[src/rtl/hb_spill_tag_gen_pkg.sv]
// Shared widths for the HeartBeat spill tag generator.
//
// EVENT_TAG_BITS : width of the event window tag carried by each HeartBeat.
// SPILL_TAG_BITS : width of the local per-spill HeartBeat counter.
// DIAG_CNT_BITS  : width of the free-running diagnostic counters (wrap at 2^32).
package hb_spill_tag_gen_pkg;

    localparam int unsigned EVENT_TAG_BITS = 48;
    localparam int unsigned SPILL_TAG_BITS = 20;
    localparam int unsigned DIAG_CNT_BITS  = 32;

    typedef logic [DIAG_CNT_BITS-1:0] diag_cnt_t;

endpackage

[src/rtl/ewtag_continuity_chk.sv]
// Event window tag continuity checker.
//
// Remembers the tag of the most recent HeartBeat and counts every later
// HeartBeat whose tag is not exactly the previous one plus one (modulo
// 2^TagBits). The first HeartBeat after reset only primes the register.
//
// Ports:
//   xcvrclk        in   clock
//   resetn_xcvrclk in   asynchronous active-low reset
//   tag_valid      in   HeartBeat decoded this cycle
//   tag            in   event window tag of that HeartBeat
//   skip_cnt       out  number of tag discontinuities seen, wraps
module ewtag_continuity_chk #(
    parameter int unsigned TagBits = 48,
    parameter int unsigned CntBits = 32
) (
    input  logic               xcvrclk,
    input  logic               resetn_xcvrclk,
    input  logic               tag_valid,
    input  logic [TagBits-1:0] tag,
    output logic [CntBits-1:0] skip_cnt
);

    logic [TagBits-1:0] last_tag_q;
    logic               last_valid_q;
    logic [TagBits-1:0] expected_tag;
    logic               skip;

    // Natural width truncation gives the modulo-2^TagBits wrap.
    assign expected_tag = last_tag_q + TagBits'(1);
    assign skip         = tag_valid && last_valid_q && (tag != expected_tag);

    always_ff @(posedge xcvrclk or negedge resetn_xcvrclk) begin
        if (!resetn_xcvrclk) begin
            last_tag_q   <= '0;
            last_valid_q <= 1'b0;
            skip_cnt     <= '0;
        end else if (tag_valid) begin
            last_tag_q   <= tag;
            last_valid_q <= 1'b1;
            if (skip) begin
                skip_cnt <= skip_cnt + CntBits'(1);
            end
        end
    end

endmodule

[src/rtl/hb_spill_tag_gen.sv]
// HeartBeat spill tag generator.
//
// Tracks spill / inter-spill periods from decoded HeartBeat packets and
// produces a local per-spill HeartBeat number (spill_hbtag) that is valid in
// the same cycle as hb_valid, so the pair can drive a FIFO write directly.
// PREFETCH pulses are simply re-timed by one cycle.
//
// Ports:
//   xcvrclk, resetn_xcvrclk  clock and asynchronous active-low reset
//   hb_pkt_valid             decoded HeartBeat, 1-cycle pulse
//   hb_ewtag                 event window tag of the HeartBeat
//   hb_onspill               ONSPILL bit of the HeartBeat
//   hb_null                  HeartBeat carries no-data mode
//   pref_pkt_valid           decoded PREFETCH, 1-cycle pulse
//   hb_valid                 non-null on-spill HeartBeat pulse
//   hb_null_valid            null HeartBeat pulse
//   pref_valid               PREFETCH pulse
//   spill_hbtag              per-spill HeartBeat number, qualified by hb_valid
//   start_spill              first HeartBeat of a spill
//   onspill                  high while in a spill
//   spill_cnt                completed spills
//   ewtag_skip_cnt           event tag discontinuities
//   hb_offspill_cnt          HeartBeats seen outside a spill
//   hbtag_ovfl               sticky: spill_hbtag saturated and another HB came
module hb_spill_tag_gen
    import hb_spill_tag_gen_pkg::*;
#(
    parameter int unsigned EventTagBits = EVENT_TAG_BITS,
    parameter int unsigned SpillTagBits = SPILL_TAG_BITS
) (
    input  logic                     xcvrclk,
    input  logic                     resetn_xcvrclk,
    input  logic                     hb_pkt_valid,
    input  logic [EventTagBits-1:0]  hb_ewtag,
    input  logic                     hb_onspill,
    input  logic                     hb_null,
    input  logic                     pref_pkt_valid,
    output logic                     hb_valid,
    output logic                     hb_null_valid,
    output logic                     pref_valid,
    output logic [SpillTagBits-1:0]  spill_hbtag,
    output logic                     start_spill,
    output logic                     onspill,
    output logic [DIAG_CNT_BITS-1:0] spill_cnt,
    output logic [DIAG_CNT_BITS-1:0] ewtag_skip_cnt,
    output logic [DIAG_CNT_BITS-1:0] hb_offspill_cnt,
    output logic                     hbtag_ovfl
);

    typedef enum logic {
        StOffspill = 1'b0,
        StOnspill  = 1'b1
    } spill_state_e;

    localparam logic [SpillTagBits-1:0] TagMax = '1;
    localparam logic [SpillTagBits-1:0] TagOne = SpillTagBits'(1);

    spill_state_e state_q;

    assign onspill = (state_q == StOnspill);

    // Spill FSM with all pulse outputs and counters registered here.
    always_ff @(posedge xcvrclk or negedge resetn_xcvrclk) begin
        if (!resetn_xcvrclk) begin
            state_q         <= StOffspill;
            hb_valid        <= 1'b0;
            hb_null_valid   <= 1'b0;
            pref_valid      <= 1'b0;
            start_spill     <= 1'b0;
            spill_hbtag     <= '0;
            spill_cnt       <= '0;
            hb_offspill_cnt <= '0;
            hbtag_ovfl      <= 1'b0;
        end else begin
            hb_valid      <= 1'b0;
            hb_null_valid <= 1'b0;
            start_spill   <= 1'b0;
            pref_valid    <= pref_pkt_valid;

            if (hb_pkt_valid) begin
                hb_null_valid <= hb_null;
                unique case (state_q)
                    StOffspill: begin
                        if (hb_onspill) begin
                            state_q     <= StOnspill;
                            start_spill <= 1'b1;
                            hb_valid    <= !hb_null;
                            // A null first HB leaves the counter at 0 so the
                            // next data HB of the spill is numbered 1.
                            spill_hbtag <= hb_null ? '0 : TagOne;
                        end else begin
                            hb_offspill_cnt <= hb_offspill_cnt + DIAG_CNT_BITS'(1);
                        end
                    end
                    StOnspill: begin
                        if (!hb_onspill) begin
                            state_q   <= StOffspill;
                            spill_cnt <= spill_cnt + DIAG_CNT_BITS'(1);
                        end else if (!hb_null) begin
                            hb_valid <= 1'b1;
                            if (spill_hbtag == TagMax) begin
                                hbtag_ovfl <= 1'b1;
                            end else begin
                                spill_hbtag <= spill_hbtag + TagOne;
                            end
                        end
                    end
                    default: state_q <= StOffspill;
                endcase
            end
        end
    end

    ewtag_continuity_chk #(
        .TagBits (EventTagBits),
        .CntBits (DIAG_CNT_BITS)
    ) u_ewtag_chk (
        .xcvrclk        (xcvrclk),
        .resetn_xcvrclk (resetn_xcvrclk),
        .tag_valid      (hb_pkt_valid),
        .tag            (hb_ewtag),
        .skip_cnt       (ewtag_skip_cnt)
    );

endmodule

[config.mk]
export PLATFORM = sky130hd
export DESIGN_NAME = hb_spill_tag_gen
export DESIGN_NICKNAME = d
export VERILOG_FILES = /design/src/rtl/hb_spill_tag_gen_pkg.sv /design/src/rtl/ewtag_continuity_chk.sv /design/src/rtl/hb_spill_tag_gen.sv
export SDC_FILE = /design/constraint.sdc
export NUM_CORES = 1
export LEC_CHECK = 0
export BUFFER_PORTS_ARGS = -buffer_cell sky130_fd_sc_hd__buf_2
export CAP_MARGIN = 10
export CORE_ASPECT_RATIO = 1.1
export CORE_MARGIN = 4
export CORE_UTILIZATION = 39
export DETAILED_ROUTE_END_ITERATION = 7
export SYNTH_ARGS = -nofsm -noshare
export SYNTH_HDL_FRONTEND = slang
export SYNTH_HIERARCHICAL = 1
export SYNTH_SLANG_ARGS = --single-unit
[constraint.sdc]
create_clock -name xcvrclk -period 3.9 [get_ports xcvrclk]
set_clock_uncertainty 0.1 [all_clocks]
set_input_delay 0.78 -clock xcvrclk [delete_from_list [all_inputs] [get_ports xcvrclk]]
set_output_delay 0.78 -clock xcvrclk [all_outputs]
set_load 0.03 [all_outputs]
==> Yosys cells after proc, flatten, opt, wreduce, memory -nomap -nowiden <==
Index checks and enable logic that the tools add are counted.
{ "totals": {"register_bits": 171, "inputBits": 54, "output_inout_bits": 122, "word_cells": 49} }
{ "op_classes": {"add_sub_neg": 5, "n_eq_ne": 6, "n_mux": 15, "n_bitwise": 3, "n_reduce_logical": 8} }
{ "ops": {"columns": ["op", "n"], "rows": [
  ["32-bit by 1-bit adder with 32-bit output (second input constant)", 3],
  ["20-bit two-way mux", 4],
  ["48-bit by 1-bit adder with 48-bit output (second input constant)", 1],
  ["48-bit != test", 1],
  ["20-bit case mux with 2 select lines", 1],
  ["20-bit by 1-bit adder with 20-bit output (second input constant)", 1],
  ["20-bit == test (second input constant)", 1],
  ["5-bit AND reduction", 2],
  ["1-bit two-way mux", 9],
  ["2-bit != test (second input constant)", 4],
  ["3-bit AND reduction", 2],
  ["1-bit NOT", 3],
  ["1-bit logical AND", 2],
  ["1-bit case mux with 2 select lines", 1],
  ["2-bit AND reduction", 1],
  ["1-bit zero test", 1]
]} }

==> Logic depth before layout (Yosys ltp) <==
Gate-level depths: netlist (run 1).
{ "depth": {"depth_word": 5, "depth_mapped": 12, "depth_no_buf": 10} }

==> Hierarchy <==
The synthesis (run 1) kept the hierarchy.
{ "by_module_without_submodules": {"columns": ["module", "instances", "cells_per_inst", "area_per_inst_um2", "seq_area_each_um2"], "rows": [
  ["ewtag_continuity_chk", 1, 522, 5201.2, 2026.9],
  ["hb_spill_tag_gen", 1, 388, 4174.0, 2252.2]
]} }

==> Worst setup path before layout (run 1) <==
Ideal clock, no wire load.
{ "synth_timing": {"path_type": "reg2reg", "from": "register u_ewtag_chk.last_tag_q[10]", "to": "register u_ewtag_chk.skip_cnt[1]", "setup_ns": 0.125, "t_arrival_ns": 3.156, "t_required_ns": 3.675, "path_slack_ns": 0.519, "stages_incl_launch_ff": 13, "path_buffers": 3, "period_less_slack_ns": 3.381, "cell_sequence": "dfrtp_1 buf_2 nand4_1 or4_1 buf_2 nor4_1 xnor2_1 nand3_1 or4_1 nor4_4 buf_6 nor2_2 mux2_4"} }
{ "synth_between": {"elab_chain_cells": 4} }
{ "synth_lines": {"columns": ["element", "line_no", "source"], "rows": [
  ["start: declaration", "ewtag_continuity_chk.sv:24", "logic [TagBits-1:0] last_tag_q;"],
  ["start signal: assignment", "ewtag_continuity_chk.sv:39", "last_tag_q <= tag;"],
  ["48-bit by 1-bit adder with 48-bit output", "ewtag_continuity_chk.sv:30", "assign expected_tag = last_tag_q + TagBits'(1);"],
  ["48-bit != test", "ewtag_continuity_chk.sv:31", "assign skip = tag_valid && last_valid_q && (tag != expected_tag);"],
  ["1-bit logical AND", "ewtag_continuity_chk.sv:31", null],
  ["2-bit AND reduction (no source line)", null, null],
  ["end signal: assignment", "ewtag_continuity_chk.sv:42", "skip_cnt <= skip_cnt + CntBits'(1);"],
  ["end: declaration", "ewtag_continuity_chk.sv:21", "output logic [CntBits-1:0] skip_cnt"]
]} }
No other way between the ends.
A chain may end at the register's enable or synchronous reset.

==> Worst setup path in the final report (run 1) <==
{ "layout_timing": {"from": "register u_ewtag_chk.last_tag_q[0]", "to": "register u_ewtag_chk.skip_cnt[1]"} }
The elaborated chain is that of the path after synthesis.

==> flow_metrics.py, run 1 <==
metrics = {
    "outcome": {
        "status": "finished, final reports clean",
    },
    "hold_path": {
        "min_path_type": "in2async",
    },
    "drt": {
        "met3_wirelength_mm": 1.42,
        "top_layer_reached_by_signal_wires": "met5",
        "drt-total-wl_mm": 23.4,
        "drt-met1-wl_mm": 10.8,
        "drc_errors": 0,
        "drt_iter0_drc": 324,
        "ant_nets": 0,
        "vias_per_cell": 5.39,
        "dr_total_vias": 7539,
        "avgRoutedWirePerCell_um": 16.8,
        "detailroute.wirelength.met2_mm": 10.9,
        "first_pass_iters": 4,
    },
    "worst_setup_path": {
        "crit_arrival_ns": 3.87,
        "end_kind": "flip-flop",
        "crit_top_cell": "nor4_1",
        "cp_slowest_stage_delay_ns": 0.58,
        "cp_slowest_cell": "or4_4",
        "critical_path_fanout_max": 31,
        "cp.required_ns": 4.11,
        "path_class": "reg2reg",
        "timing.critical_path.from_type": "flip-flop",
        "timing.critical_path.cells": "ha_1, nand4_1, or4_4, nor4_1, mux2_2, nor4_1, o211ai_1, nor4_4, buf_12, nor2_2, mux2_4",
    },
    "global_route": {
        "globalRouteTotalUtil_pct": 17.7,
        "grt_max_degree": 72,
        "initial_antenna_violation_count": 4,
        "grt_pass1_vias": 7525,
        "grt_remaining_overflow": 0,
        "grt_pass1_wl_mm": 38.7,
    },
    "logic_synthesis": {
        "yosysUniqueCellTypes": 71,
        "synth_edf_count": 0,
        "postSynth.asyncResetShare_pct": 100,
        "synth.net_count": 969,
        "syn_avg_cell_area_um2": 10.3,
        "synthesis.yosys.warnings": 6,
        "synth-seq-cells": 171,
        "ys.flop_type": "dfrtp_1",
        "synth-seq-area-share_pct": 45.6,
        "netlist_area_um2": 9380,
        "synthesized_instance_count": 910,
    },
    "power": {
        "power_report.internal_total_mw": 3.12,
        "power.switching_mw": 1.58,
        "cellLeakagePower_nw": 5.21,
        "power.combinational.fraction_pct": 18.7,
        "seq_power_share_pct": 45.0,
        "ir_drop_mv": 0.369,
        "clockPowerShare_pct": 36.3,
        "power-per-cell-area_nw_per_um2": 421,
        "p_sw_share_pct": 33.7,
    },
    "timing": {
        "worst_slew_pin_slew_ns": 0.856,
        "final-max-slew-violation-count": 0,
        "final.min_clock_period_ns": 3.65,
        "fmaxAchievable_mhz": 274,
        "finalSetupViolCount": 0,
        "setup_total_negative_slack_ns": 0,
        "relSlewSlack_pct": 42.9,
        "rsz0062_at_grt": "false",
        "final_hold_viol_count": 0,
        "fin_crit_sh_pct": 93.7,
    },
    "layout": {
        "final_core_utilization_pct": 47.2,
        "num-nets-final": 1139,
        "layout-drive-gt1-share_pct": 27.2,
        "antenna-diode-count": 0,
        "syn_to_final_growth_pct": 19.2,
    },
    "floorplanning": {
        "floorplan.core_area_um2": 23700,
        "die_x_um": 156,
        "floorplan.rows": 59,
        "die-area_um2": 26600,
        "die_h_um": 171,
        "floorplan.io_pins": 176,
        "starting_density_pct": 39.6,
    },
    "clocking": {
        "clock_sinks": 171,
        "cts_tree": "done",
        "cts_setup_buffers": 0,
        "numCtsBuffers": 17,
        "clk_pin_slew_ns": 0.08,
        "post_cts_hold_buffer_count": 0,
        "cts_htree_levels": 4,
        "cts.repair.resized": 0,
        "clk_latency_ns": 0.43,
        "max-clock-path-buffers": 2,
        "root_buffer_cell": "clkbuf_16",
    },
    "flow_run": {
        "cap_viol_max_count": 0,
    },
    "placed_design": {
        "place_hpwl_mm": 17.3,
        "globalplace.congestion": 0.883,
        "portBuffers": 175,
    },
}
## routing by layer
metal / track usage [%] / vias to the layer above
li1: - / 3626
met1: 24.1 / 3715
met2: 28.0 / 163
met3: 5.16 / 27
met4: 4.26 / 8
met5: 0 / -
## layout by cell type (no fill, tap or decap), drive strengths merged, types with 5 or more instances in the layout
cell,count
nor3b,7
dfrtp,171
xnor2,87
nand2,79
mux2i,5
buf,187
clkbuf,17
nor2,37
nor3,27
a31oi,8
and4,18
o21ai,31
ha,5
nor4,24
nand3,59
and3,28
or3,6
a21oi,14
clkinv,5
xor2,65
mux2,52
or4,7
and2,14
or2,6
o31ai,7
nand4,46
nand2b,6
inv,23
## power by group through the flow
stage	clock, mW	combinational (mW)	sequential, mW
global placement	0	0.879	2.14
floorplan	0	0.440	2.26
finish	1.71	0.880	2.12
detailed placement	0	0.888	2.15
CTS	1.77	0.891	2.12
global route	1.84	0.967	2.15
## synth_stat cells, types with 7 or more instances
master | n | area (um2)
nand4_1 | 44 | 275
clkbuf_1 | 15 | 56.3
a31oi_1 | 8 | 50.1
and2_1 | 14 | 87.6
o31ai_1 | 7 | 52.6
a21oi_1 | 13 | 65.1
nand2_1 | 79 | 297
o21ai_0 | 31 | 155
and3_1 | 28 | 175
buf_2 | 13 | 65.1
xnor2_1 | 87 | 762
nor4_1 | 20 | 125
inv_1 | 13 | 48.8
mux2_2 | 51 | 574
nor2_1 | 35 | 131
nor3_1 | 26 | 130
dfrtp_1 | 171 | 4280
xor2_1 | 65 | 569
and4_1 | 18 | 158
nand3_1 | 59 | 295
## metrics by stage
| step | hold slack (ns) | instances | cell area, um2 | power, mW | setup slack (ns) |
|---|---|---|---|---|---|
| after global routing | 0.284 | 1398 | 11200 | 4.95 | 0.0562 |
| after CTS | 0.261 | 1398 | 11200 | 4.77 | 0.155 |
| after global placement | 0.358 | 1366 | 10600 | 3.02 | 0.180 |
| after floorplan | 0.354 | 910 | 9380 | 2.70 | 0.519 |
| final | 0.248 | 1398 | 11200 | 4.71 | 0.246 |
| after detailed placement | 0.363 | 1366 | 10600 | 3.03 | 0.152 |
## area by class of cell
type	instances	area [um2]
fill	2296	12500
multi-input combinational	690	4870
sequential	171	4280
timing repair buffer	187	997
clock buffer	17	425
tap	305	382
clock inverter	15	168
inverter	13	48.8
## sequential cells by signal, summed over array words and instances, names as in the netlist
register and cells:
hb_null_valid 1, hb_offspill_cnt 32, hb_valid 1, hbtag_ovfl 1
onspill 1, pref_valid 1, spill_cnt 32, spill_hbtag 20
start_spill 1, u_ewtag_chk/last_tag_q 48, u_ewtag_chk/last_valid_q 1, u_ewtag_chk/skip_cnt 32
## critical path: cells and delay by family, from the launching register on
family | cells | cell delay, ns
AO/OA/AOI/OAI | 1 | 0.21
buffers and inverters | 1 | 0.23
adder cells (fa/ha/maj) | 1 | 0.26
AND/OR/NAND/NOR | 6 | 1.63
multiplexers | 2 | 0.66
flip-flops | 1 | 0.43
## cells by family (layout without fill, tap and decap cells)
| logic type | count (synthesis) | count (layout) | share of synthesized area (%) |
|---|---|---|---|
| flip-flops | 171 | 171 | 45.6 |
| AND/OR/NAND/NOR | 381 | 381 | 23.6 |
| buffers and inverters | 49 | 232 | 2.42 |
| multiplexers | 57 | 57 | 6.82 |
| adder cells (fa/ha/maj) | 5 | 5 | 0.667 |
| XOR/XNOR | 152 | 152 | 14.2 |
| AO/OA/AOI/OAI | 95 | 95 | 6.65 |
## final timing paths
check                                                            from                                endpoint  slack (ns)  depth (start not counted)
min in group xcvrclk                                   pref_pkt_valid                    pref_valid$_DFF_PN0_        0.35                          1
worst max-delay path            u_ewtag_chk/last_tag_q[0]$_DFFE_PN0P_     u_ewtag_chk/skip_cnt[1]$_DFFE_PN0P_        0.25                         11
max in group asynchronous                              resetn_xcvrclk  u_ewtag_chk/last_tag_q[43]$_DFFE_PN0P_        2.51                          2
worst max register to register  u_ewtag_chk/last_tag_q[0]$_DFFE_PN0P_     u_ewtag_chk/skip_cnt[1]$_DFFE_PN0P_        0.25                         11
worst min register to register              spill_cnt[31]$_DFFE_PN0P_               spill_cnt[31]$_DFFE_PN0P_        0.36                          1
worst min-delay path                                   resetn_xcvrclk               spill_cnt[17]$_DFFE_PN0P_        0.25                          1
No activity file was read; power rests on OpenSTA's default activity.
==> inputs of run 2 (changes only) <==
--- a/config.mk
+++ b/config.mk
@@ -11,6 +11,7 @@
 export CORE_MARGIN = 4
 export CORE_UTILIZATION = 39
 export DETAILED_ROUTE_END_ITERATION = 7
+export RECOVER_POWER = 25
 export SYNTH_ARGS = -nofsm -noshare
 export SYNTH_HDL_FRONTEND = slang
 export SYNTH_HIERARCHICAL = 1
==> run 2 against run 1 <==
The flow now finishes with violations (max-capacitance violations, max-slew violations). Final cell count is the same. Combinational power is essentially flat. Wire length shrank 0.14%. Setup slack got worse by 0.0015 ns. Critical path depth is the same. Count of clock-buffer cells in the layout did not move. Sequential cell count did not move. Total power hardly changed. Final area down 0.18%. Sequential power hardly changed. Sequential share of layout area increased by 0.069 points. Critical path type unchanged. Largest power group unchanged. Highest routed layer unchanged.
==> flow_metrics.py, run 2 (synthesized netlist as in run 1, its figures left out) <==
metrics = {
    "layout": {
        "antenna-diode-count": 0,
        "multiInputGateArea_um2": 4870,
        "num-nets-final": 1139,
        "largest_reg_flops": 48,
        "sequential_cell_area_um2": 4280,
        "layout_common_cells": "buf_2 (173), dfrtp_1 (171), xnor2_1 (87)",
        "registers.top_by_ff_count": "u_ewtag_chk/last_tag_q",
        "final_common_cell": "buf_2",
        "fill_cells": 2300,
        "syn_to_final_growth_pct": 19.0,
        "layout-drive-gt1-share_pct": 27.1,
    },
    "clocking": {
        "numCtsBuffers": 17,
        "clk_latency_ns": 0.43,
        "cts_htree_levels": 4,
        "post_cts_hold_buffer_count": 0,
        "clock_sinks": 171,
        "clk_pin_slew_ns": 0.07,
        "cts_tree": "done",
        "max-clock-path-buffers": 2,
        "root_buffer_cell": "clkbuf_16",
    },
    "global_route": {
        "grt_remaining_overflow": 0,
        "grtUsageMet2_pct": 28.0,
        "use_met1_pct": 24.1,
        "initial_antenna_violation_count": 4,
        "grt_max_degree": 72,
        "grt_pass1_vias": 7525,
        "busiest_layer": "met2",
        "grtUsageMet3_pct": 5.16,
        "grt_pass1_wl_mm": 38.7,
        "globalRouteTotalUtil_pct": 17.7,
    },
    "drt": {
        "avgRoutedWirePerCell_um": 16.7,
        "drt-total-wl_mm": 23.4,
        "vias_per_cell": 5.38,
        "dr_total_vias": 7527,
        "drc_errors": 0,
        "drt_iter0_drc": 383,
        "ant_nets": 0,
        "first_pass_iters": 4,
    },
    "flow_run": {
        "cap_viol_max_count": 1,
    },
    "placed_design": {
        "globalplace.congestion": 0.883,
        "place_hpwl_mm": 17.3,
        "portBuffers": 175,
    },
    "timing": {
        "final_hold_viol_count": 0,
        "rsz0062_at_grt": "false",
        "setup_total_negative_slack_ns": 0,
        "worst_slew_pin_slew_ns": 1.78,
        "finalSetupViolCount": 0,
        "final-max-slew-violation-count": 72,
        "fin_crit_sh_pct": 93.7,
        "final.min_clock_period_ns": 3.66,
        "relSlewSlack_pct": -18.9,
        "timing.hold.ws_ns": 0.355,
        "fmaxAchievable_mhz": 274,
    },
    "hold_path": {
        "min_path_type": "in2reg",
        "worst_min_path_start": "pref_pkt_valid",
    },
    "worst_setup_path": {
        "timing.critical_path.from_type": "flip-flop",
        "cp_slowest_stage_delay_ns": 0.58,
        "critical-path-top-delay-family": "simple AND/OR/NAND/NOR gates",
        "reg2reg_from": "u_ewtag_chk/last_tag_q[0]$_DFFE_PN0P_",
        "cp.required_ns": 4.11,
        "timing.critical_path.cells": "ha_1, nand4_1, or4_4, nor4_1, mux2_2, nor4_1, o211ai_1, nor4_4, buf_12, nor2_2, mux2_4",
        "end_kind": "flip-flop",
        "crit_arrival_ns": 3.87,
        "critical_path.n_buffers_inverters": 1,
        "startpoint": "u_ewtag_chk/last_tag_q[0]$_DFFE_PN0P_",
        "critical_path_fanout_max": 31,
        "path_class": "reg2reg",
        "crit_top_cell": "nor4_1",
        "cp_slowest_cell": "or4_4",
    },
    "power": {
        "power-per-cell-area_nw_per_um2": 422,
        "cellLeakagePower_nw": 5.20,
        "ir_drop_mv": 0.369,
    },
    "floorplanning": {
        "die_x_um": 156,
        "floorplan.rows": 59,
        "die_h_um": 171,
        "starting_density_pct": 39.6,
        "floorplan.core_area_um2": 23700,
        "floorplan.io_pins": 176,
        "die-area_um2": 26600,
    },
    "outcome": {
        "status": "finished with violations",
        "violations_in_the_final_reports": "max-capacitance violations, max-slew violations",
    },
}
-- run 2: cell count changes in the layout (fill, tap and decap cells not counted), sizes merged --
cell    before  now
clkbuf      17   20
buf        187  184
-- run 2: cell type report --
| cell class | instances | area share [%] |
|---|---|---|
| Tap cell | 305 | 3.42 |
| Sequential cell | 171 | 38.4 |
| Timing Repair Buffer | 187 | 8.76 |
| Clock buffer | 17 | 3.81 |
| Inverter | 13 | 0.438 |
| Multi-Input combinational cell | 690 | 43.7 |
| Clock inverter | 15 | 1.50 |
-- run 2: per-layer routing --
layer / up-vias / share of wire, %
li1: 3627 / -
met1: 3702 / 46
met2: 165 / 47
met3: 25 / 6.2
met4: 8 / 1.0
met5: - / 0.19
-- run 2: final timing paths --
kind                                                           to  slack (ns)  cells after the start
min reg2reg                             spill_cnt[31]$_DFFE_PN0P_        0.36                      1
max                           u_ewtag_chk/skip_cnt[1]$_DFFE_PN0P_        0.24                     11
min in group asynchronous               spill_cnt[17]$_DFFE_PN0P_        0.69                      1
min                                          pref_valid$_DFF_PN0_        0.35                      1
max reg2reg                   u_ewtag_chk/skip_cnt[1]$_DFFE_PN0P_        0.24                     11
max in group asynchronous  u_ewtag_chk/last_tag_q[28]$_DFFE_PN0P_        1.02                      2
-- run 2: worst reg2reg max path: stages (launching register included) --
cell and delay (ns):
dfrtp_1 0.43, ha_1 0.24, nand4_1 0.14, or4_4 0.58, nor4_1 0.24, mux2_2 0.37
nor4_1 0.36, o211ai_1 0.22, nor4_4 0.26, buf_12 0.23, nor2_2 0.09, mux2_4 0.29
-- run 2: metrics by stage --
| stage | util, % | setup WS (ns) | std cells | area [um2] | total power [mW] |
|---|---|---|---|---|---|
| after floorplan | - | 0.519 | 910 | 9380 | 2.70 |
| after global placement | 44.6 | 0.180 | 1366 | 10600 | 3.02 |
| after detailed placement | 44.6 | 0.152 | 1366 | 10600 | 3.03 |
| after CTS | 47.1 | 0.155 | 1398 | 11200 | 4.77 |
| after global routing | 47.1 | 0.0562 | 1398 | 11200 | 4.95 |
| final | 47.1 | 0.245 | 1398 | 11200 | 4.70 |
-- run 2: power breakdown --
group	switching [mW]	internal (mW)	leakage, nW	total, mW
Clock	0.839	0.869	0.294	1.71
Combinational	0.541	0.337	2.68	0.877
Sequential	0.203	1.91	2.23	2.12
-- run 2: timing repair --
| item | in CTS | in global routing |
|---|---|---|
| hold endpoints to repair | 0 | 0 |
| buffers inserted | 0 | 0 |
| resized for setup | 0 | 1 |
| setup endpoints to repair | 0 | 1 |
==> inputs of run 3 (changes only) <==
--- a/config.mk
+++ b/config.mk
@@ -6,11 +6,13 @@
 export NUM_CORES = 1
 export LEC_CHECK = 0
 export BUFFER_PORTS_ARGS = -buffer_cell sky130_fd_sc_hd__buf_2
-export CAP_MARGIN = 10
+export CELL_PAD_IN_SITES_DETAIL_PLACEMENT = 1
+export CELL_PAD_IN_SITES_GLOBAL_PLACEMENT = 2
 export CORE_ASPECT_RATIO = 1.1
 export CORE_MARGIN = 4
-export CORE_UTILIZATION = 39
+export CORE_UTILIZATION = 35
 export DETAILED_ROUTE_END_ITERATION = 7
+export PLACE_DENSITY_LB_ADDON = 0.1
 export RECOVER_POWER = 25
 export SYNTH_ARGS = -nofsm -noshare
 export SYNTH_HDL_FRONTEND = slang
==> run 3 against run 2 <==
The run still ends with max-capacitance violations, max-slew violations left. Non-clock buffer count is 3 higher. Maximum frequency is 0.96% lower. Setup slack worse by 0.035 ns. Highest routed layer unchanged.
==> flow_metrics.py, run 3 (synthesized netlist as in run 1, its figures left out) <==
metrics = {
    "outcome": {
        "status": "finished with violations",
        "violations_in_the_final_reports": "max-capacitance violations, max-slew violations",
    },
    "drt": {
        "drt_iter0_drc": 289,
        "drc_errors": 0,
        "first_pass_iters": 4,
        "avgRoutedWirePerCell_um": 18.3,
        "dr_total_vias": 7566,
        "vias_per_cell": 5.22,
        "drt-total-wl_mm": 26.5,
        "ant_nets": 0,
    },
    "clocking": {
        "clk_latency_ns": 0.42,
        "clk_pin_slew_ns": 0.08,
        "numCtsBuffers": 17,
        "cts_tree": "done",
        "cts_htree_levels": 4,
        "clock_sinks": 171,
        "root_buffer_cell": "clkbuf_16",
        "max-clock-path-buffers": 2,
    },
    "global_route": {
        "grt_pass1_vias": 7980,
        "initial_antenna_violation_count": 5,
        "globalRouteTotalUtil_pct": 18.3,
        "grt_remaining_overflow": 0,
        "grt_max_degree": 98,
        "grt_pass1_wl_mm": 43.8,
    },
    "floorplanning": {
        "floorplan.core_area_um2": 26200,
        "die_x_um": 164,
        "die-area_um2": 29500,
        "die_h_um": 180,
        "floorplan.io_pins": 176,
        "floorplan.rows": 62,
        "starting_density_pct": 35.8,
    },
    "layout": {
        "final_common_cell": "buf_2",
        "num-nets-final": 1142,
        "final_core_utilization_pct": 42.9,
        "fill_cells": 3003,
        "largest_reg_flops": 48,
        "syn_to_final_growth_pct": 20.0,
        "layout-drive-gt1-share_pct": 27.0,
        "layout_common_cells": "buf_2 (173), dfrtp_1 (171), xnor2_1 (87)",
        "registers.top_by_ff_count": "u_ewtag_chk/last_tag_q",
    },
    "power": {
        "cellLeakagePower_nw": 5.21,
        "power_mw": 4.74,
        "ir_drop_mv": 0.282,
        "power-per-cell-area_nw_per_um2": 421,
    },
    "worst_setup_path": {
        "cp.required_ns": 4.11,
        "timing.critical_path.from_type": "flip-flop",
        "critical_path_fanout_max": 31,
        "path_class": "reg2reg",
        "crit_arrival_ns": 3.90,
        "end_kind": "flip-flop",
    },
    "timing": {
        "final-max-slew-violation-count": 47,
        "finalSetupViolCount": 0,
        "rsz0062_at_grt": "false",
        "final_hold_viol_count": 0,
        "fmaxAchievable_mhz": 271,
        "fin_crit_sh_pct": 94.6,
        "worst_slew_pin_slew_ns": 2.75,
        "final.min_clock_period_ns": 3.69,
        "setup_total_negative_slack_ns": 0,
        "relSlewSlack_pct": -83.5,
        "timing.hold.ws_ns": 0.366,
    },
    "placed_design": {
        "portBuffers": 175,
        "place_hpwl_mm": 19.8,
        "globalplace.congestion": 0.837,
    },
    "hold_path": {
        "min_path_type": "reg2reg",
    },
    "flow_run": {
        "cap_viol_max_count": 1,
    },
}
-- run 3: per-stage QoR --
stage / instance area, um2 / setup slack (ns) / cells
after floorplan: 9380 / 0.519 / 910
after global placement: 10700 / 0.229 / 1416
after detailed placement: 10700 / 0.194 / 1416
after CTS: 11300 / 0.183 / 1448
after global routing: 11300 / 0.0475 / 1449
final: 11300 / 0.210 / 1449
-- run 3: power breakdown --
group	switching (mW)	total, mW	leakage [nW]	internal [mW]
combinational	0.560	0.899	2.69	0.339
sequential	0.204	2.12	2.23	1.91
clock	0.853	1.72	0.291	0.872
-- run 3: layout make-up --
cell class	instances	area, um2	share of cell area [%]
inverter	13	48.8	0.434
clock inverter	14	173	1.53
tap	352	440	3.91
antenna	1	2.50	0.0222
clock buffer	18	429	3.81
sequential	171	4280	38.0
timing repair buffer	190	1000	8.93
multi-input combinational	690	4880	43.3
-- run 3: worst max-delay path, stage by stage (launching register included) --
cell,delay [ns]
dfrtp_1,0.43
ha_1,0.26
nand4_1,0.15
or4_4,0.58
nor4b_4,0.31
xnor2_1,0.15
nor4_2,0.35
nand4_1,0.27
nor4_4,0.36
buf_12,0.23
nor2_2,0.07
mux2_4,0.30
-- run 3: layer usage --
layer  part of all wire, %  global-route usage [%]
met5                  0.16                       0
met2                    48                    29.8
met4                   1.3                    4.09
met1                    46                    24.6
met3                   4.2                    4.40
-- run 3: worst paths after layout --
path                            cells past startpoint                                      to  slack, ns                                  start
worst min register to register                      1                  hbtag_ovfl$_DFFE_PN0P_       0.37                 hbtag_ovfl$_DFFE_PN0P_
worst min-delay path                                1                  hbtag_ovfl$_DFFE_PN0P_       0.37                 hbtag_ovfl$_DFFE_PN0P_
worst max register to register                     11     u_ewtag_chk/skip_cnt[1]$_DFFE_PN0P_       0.21  u_ewtag_chk/last_tag_q[0]$_DFFE_PN0P_
worst max-delay path                               11     u_ewtag_chk/skip_cnt[1]$_DFFE_PN0P_       0.21  u_ewtag_chk/last_tag_q[0]$_DFFE_PN0P_
min in group asynchronous                           1  u_ewtag_chk/last_tag_q[27]$_DFFE_PN0P_       1.11                         resetn_xcvrclk
max in group asynchronous                           2               spill_cnt[17]$_DFFE_PN0P_       0.83                         resetn_xcvrclk
-- run 3: repair_timing --
item,4_1_cts,5_1_grt
setup endpoints to repair,0,1
hold buffers,0,0
resized for setup,0,1
hold endpoints to repair,0,0
setup buffers,0,0
